==> src/rtl/flight_pkg.sv <==
// flight_pkg: shared state encoding and default sizing for the flight game column.
package flight_pkg;
  typedef enum logic [1:0] {IDLE, PLAY, OVER} state_t;
  localparam int SCORE_W = 8;
  localparam int DEF_ROWS = 8;
  localparam int DEF_GRAV_PERIOD = 16;
  localparam int DEF_START_ROW = 4;
endpackage

==> src/rtl/rise_detect.sv <==
// rise_detect: one-cycle flap strobe on the rising edge of the synchronized key level.
module rise_detect (
  input  logic clk,
  input  logic reset,
  input  logic key,
  output logic flap
);
  logic key_q;
  always_ff @(posedge clk) key_q <= reset ? 1'b0 : key;
  assign flap = key & ~key_q;
endmodule

==> src/rtl/flight_ctrl.sv <==
// flight_ctrl: bird position, gravity, pipe collision and scoring for a one-column flight game.
module flight_ctrl
  import flight_pkg::*;
#(
  parameter int ROWS = DEF_ROWS,
  parameter int GRAV_PERIOD = DEF_GRAV_PERIOD,
  parameter int START_ROW = DEF_START_ROW
) (
  input  logic                    clk,
  input  logic                    reset,
  input  logic                    key,
  input  logic                    pipe_valid,
  input  logic [ROWS-1:0]         pipe_mask,
  output logic [$clog2(ROWS)-1:0] bird_row,
  output logic [ROWS-1:0]         bird_onehot,
  output logic                    playing,
  output logic                    game_over,
  output logic [SCORE_W-1:0]      score
);
  localparam int RW = $clog2(ROWS);
  localparam int CW = GRAV_PERIOD > 1 ? $clog2(GRAV_PERIOD) : 1;
  state_t state;
  logic [CW-1:0] cnt;
  logic flap, tick, hit;
  rise_detect u_rise (.clk(clk), .reset(reset), .key(key), .flap(flap));
  assign tick = cnt == CW'(GRAV_PERIOD - 1);
  // collision uses the row the bird occupies before this cycle's movement
  assign hit = pipe_valid & pipe_mask[bird_row];
  assign playing = state == PLAY;
  assign game_over = state == OVER;
  assign bird_onehot = ROWS'(1) << bird_row;
  always_ff @(posedge clk) begin
    if (reset) begin
      state <= IDLE;
      bird_row <= RW'(START_ROW);
      score <= '0;
      cnt <= '0;
    end else begin
      case (state)
        IDLE: if (flap) begin
          state <= PLAY;
          cnt <= '0;
        end
        PLAY: begin
          cnt <= tick ? '0 : cnt + CW'(1);
          if (hit) state <= OVER;
          else begin
            if (pipe_valid && score != '1) score <= score + SCORE_W'(1);
            if (flap && !tick) bird_row <= bird_row == RW'(ROWS - 1) ? bird_row : bird_row + RW'(1);
            else if (tick && !flap) begin
              if (bird_row == '0) state <= OVER;
              else bird_row <= bird_row - RW'(1);
            end
          end
        end
        OVER: if (flap) begin
          state <= IDLE;
          bird_row <= RW'(START_ROW);
          score <= '0;
          cnt <= '0;
        end
        default: state <= IDLE;
      endcase
    end
  end
endmodule

==> config.mk <==
export PLATFORM = sky130hd
export DESIGN_NAME = flight_ctrl
export DESIGN_NICKNAME = d
export VERILOG_FILES = /design/src/rtl/flight_pkg.sv /design/src/rtl/rise_detect.sv /design/src/rtl/flight_ctrl.sv
export SDC_FILE = /design/constraint.sdc
export NUM_CORES = 1
export LEC_CHECK = 0
export BUFFER_PORTS_ARGS = -buffer_cell sky130_fd_sc_hd__buf_4
export CELL_PAD_IN_SITES_DETAIL_PLACEMENT = 1
export CELL_PAD_IN_SITES_GLOBAL_PLACEMENT = 1
export CORE_ASPECT_RATIO = 1.2
export CORE_MARGIN = 2
export CORE_UTILIZATION = 28
export DETAILED_ROUTE_END_ITERATION = 8
export HOLD_SLACK_MARGIN = 0.12
export PLACE_DENSITY = 0.59
export SETUP_SLACK_MARGIN = 0.02
export SLEW_MARGIN = 40
export SYNTH_ARGS = -nofsm -noshare
export SYNTH_HDL_FRONTEND = slang
export SYNTH_SLANG_ARGS = --single-unit
==> constraint.sdc <==
create_clock -name clk -period 2.27 [get_ports clk]
set_input_delay 0.3405 -clock clk [delete_from_list [all_inputs] [get_ports clk]]
set_output_delay 0.3405 -clock clk [all_outputs]
set_load 0.005 [all_outputs]
==> impl_metrics.toml <==
[detailed_routing]
ant_nets = 0
wl_per_cell_um = 14.3
vias_per_cell = 5.03
routed_wl_um = 3330
firstDrtPassIters = 2
drcViolationCount = 0
vias = 1168
drtIter0Drc = 42

[sta]
slew_headroom = 0.697
setup_tns_ps = 0
hold_slack_ps = 305
worstMarginPinSlew_ps = 452
max_freq_mhz = 486
grt_setup_unrepaired = "false"
min_period_ps = 2060
hold_viol_final = 0
finClkSkew_ps = 0.983
fin_crit_sh = 0.906
maxSlewViolCount = 0
setup_viol = 0

[placement]
dp.cells = 228
portBuffers = 32
place.gp.congestion = 0.839
dp_hpwl_um = 2630

[synthesis]
synth-xor-area-share = 0.0223
synthMuxAreaShare = 0.0945
synthAdderAreaFrac = 0.0382
synth_compound_gate_area_share = 0.163
synth.area.top_cells = "dfxtp_1 (31%), nor2_1 (6.1%), mux2i_1 (5.9%), a21oi_1 (3.4%), nand2_1 (3.2%)"
postSynthAreaPerCell_um2 = 8.13
synth_common_cells = "nor2_1 (19), dfxtp_1 (18), nand2_1 (10)"
async_reset_ff_frac = 0
yosysTopAreaCell = "dfxtp_1"
synth_top_area_share = 0.306
yosys_warnings = 0
ys_seq_elements = 18
synth_edf_count = 0
synth-simple-area-share = 0.309
synth_area_um2 = 1180
yosysMostFrequentCell = "nor2_1"
synth_cells = 145
seq_area_frac_synth = 0.306
ys.flop_type = "dfxtp_1"
synth_nets = 160
synth_top_family_by_area = "simple AND/OR/NAND/NOR gates"
synth_cell_type_count = 38

[cells_and_area]
ff_latch_area_um2 = 360
multiInputGateArea_um2 = 739
nets = 194
finalNonFillerCells = 232
drive_gt1_frac = 0.309
area_delta_synth_final_pct = 29.2
utilization = 0.380
nFillCells = 511
diodes = 0

[cts]
cts_tree = "yes"
postCtsSetupBuffers = 0
clk_latency_ps = 260
cts-root-buf = "clkbuf_8"
htreeDepth = 1
clockBufferDepth = 2
path_clk_slew_ps = 70
cts-resized-gates = 0
cts_buffers = 3
ctsHoldBuffers = 0
cts_sinks = 18

[floorplanning]
coreArea_um2 = 4000
start_util = 0.294
die_x_um = 63.2
ios = 33
die_y_um = 75.1
core.rowCount = 25
die_area_um2 = 4750

[worst_setup_path]
critPathMaxFanout = 11
cp-end-kind = "flip-flop"
crit_family = "simple AND/OR/NAND/NOR gates"
criticalPathCategory = "reg2reg"
crit_slowest_cell = "dfxtp_1"
endpoint = "score[6]"
cp_num_buf_inv = 0
regToRegStartpoint = "bird_row[1]"
timing.rr.end = "score[6]"
rrSetupSlack_ps = 210
path_depth = 5
startpoint_type = "flip-flop"
crit_chain = "mux2_4, o221a_4, and3_4, or4_1, a21oi_1"
max_stage_delay_ps = 530
cp.arrival_ps = 2260
r2r_cells = 5
crit_start = "bird_row[1]"
crit_required_ps = 2470

[power_and_ir_drop]
peakVddDrop_v = 0.000203
p_seq_frac = 0.450
swShare = 0.269
p_switching_w = 0.000202
p_comb_frac = 0.183
p_per_area_nw_per_um2 = 494
p_int_w = 0.000550
pwr-share-clk = 0.367
p_leak_nw = 0.649

[grt]
globalRouteMet2Util = 0.283
grt_pass1_vias = 1190
grt_use_met3 = 0.0224
grt-busiest-layer = "met2"
met1_usage = 0.188
track_usage = 0.155
grt_max_degree = 15
overflow = 0
antenna_found_initial = 0
grt_pass1_wl_um = 5780

[status]
status = "complete, no violations"

[min_path]
hold_class = "in2reg"

[run]
maxCapViolCount = 0
-- how the worst min path moves through the flow --
| stage | startpoint | end | slack (ps) | cells past startpoint |
|---|---|---|---|---|
| 2_1_floorplan | key | u_rise.key_q | 470 | 1 |
| 3_3_place_gp | score[6] | score[6] | 490 | 2 |
| 3_5_place_dp | score[4] | score[4] | 510 | 2 |
| 4_1_cts | key | u_rise.key_q | 300 | 2 |
| 5_1_grt | key | u_rise.key_q | 320 | 2 |
| 6_report | key | u_rise.key_q | 310 | 2 |
-- cell families (layout without fill, tap and decap cells) --
family                   after synthesis  after routing
adder cells (fa/ha/maj)                3              3
flip-flops                            18             18
AND/OR/NAND/NOR                       69             69
buffers and inverters                 14             47
XOR/XNOR                               3              3
multiplexers                          10             10
AO/OA/AOI/OAI                         28             28
-- worst reg2reg max path, stage by stage, from the launching register on --
cell and delay (ps):
dfxtp_1 530, mux2_4 340, o221a_4 280, and3_4 210, or4_1 480, a21oi_1 150
-- per-layer routing --
layer  routed length (um)  vias to the layer above  share of wire
met1                 1440                      563           0.43
li1                     -                      584              -
met2                 1720                       16           0.52
met5                    0                        -              0
met3                  114                        5          0.034
met4                   51                        0          0.015
-- cells in the final DEF, fill, tap and decap left out, types with 4 or more instances in the layout --
master / synthesis / routed
mux2i_1: 7 / 7
clkbuf_8: 0 / 4
nor3_1: 6 / 6
or4_1: 4 / 4
nor2_1: 19 / 19
nor2b_1: 4 / 4
inv_1: 6 / 6
o21ai_0: 6 / 6
or2_2: 5 / 5
nand2_1: 10 / 10
dfxtp_1: 18 / 18
buf_4: 3 / 37
nand3_1: 4 / 4
a21oi_1: 8 / 8
-- stage by stage --
stage / total power (W) / cell area [um2] / setup slack (ps)
final: 0.000752 / 1520 / 214
after global routing: 0.000798 / 1520 / 61.1
after CTS: 0.000765 / 1520 / 181
after detailed placement: 0.000485 / 1470 / 199
after global placement: 0.000483 / 1470 / 227
after floorplan: 0.000431 / 1180 / 291
-- state kept, by name (all words and copies together), names as in the netlist --
signal,cells
score,8
cnt,4
bird_row,3
state,2
u_rise.key_q,1
-- power by group through the flow --
stage          clock [W]  sequential [W]  combinational (W)
6_report        0.000276        0.000338           0.000138
5_1_grt         0.000304        0.000341           0.000153
4_1_cts         0.000287        0.000338           0.000140
3_5_place_dp           0        0.000346           0.000140
3_3_place_gp           0        0.000345           0.000138
2_1_floorplan          0        0.000339          0.0000921
-- cell type report --
cell class / count / area share
multi-input cells: 113 / 0.486
flip-flops and latches: 18 / 0.237
repair buffers: 37 / 0.182
well taps: 54 / 0.0444
clock buffers: 4 / 0.0362
inverters: 6 / 0.0148
Note: power is estimated with default switching activity, not from simulation.
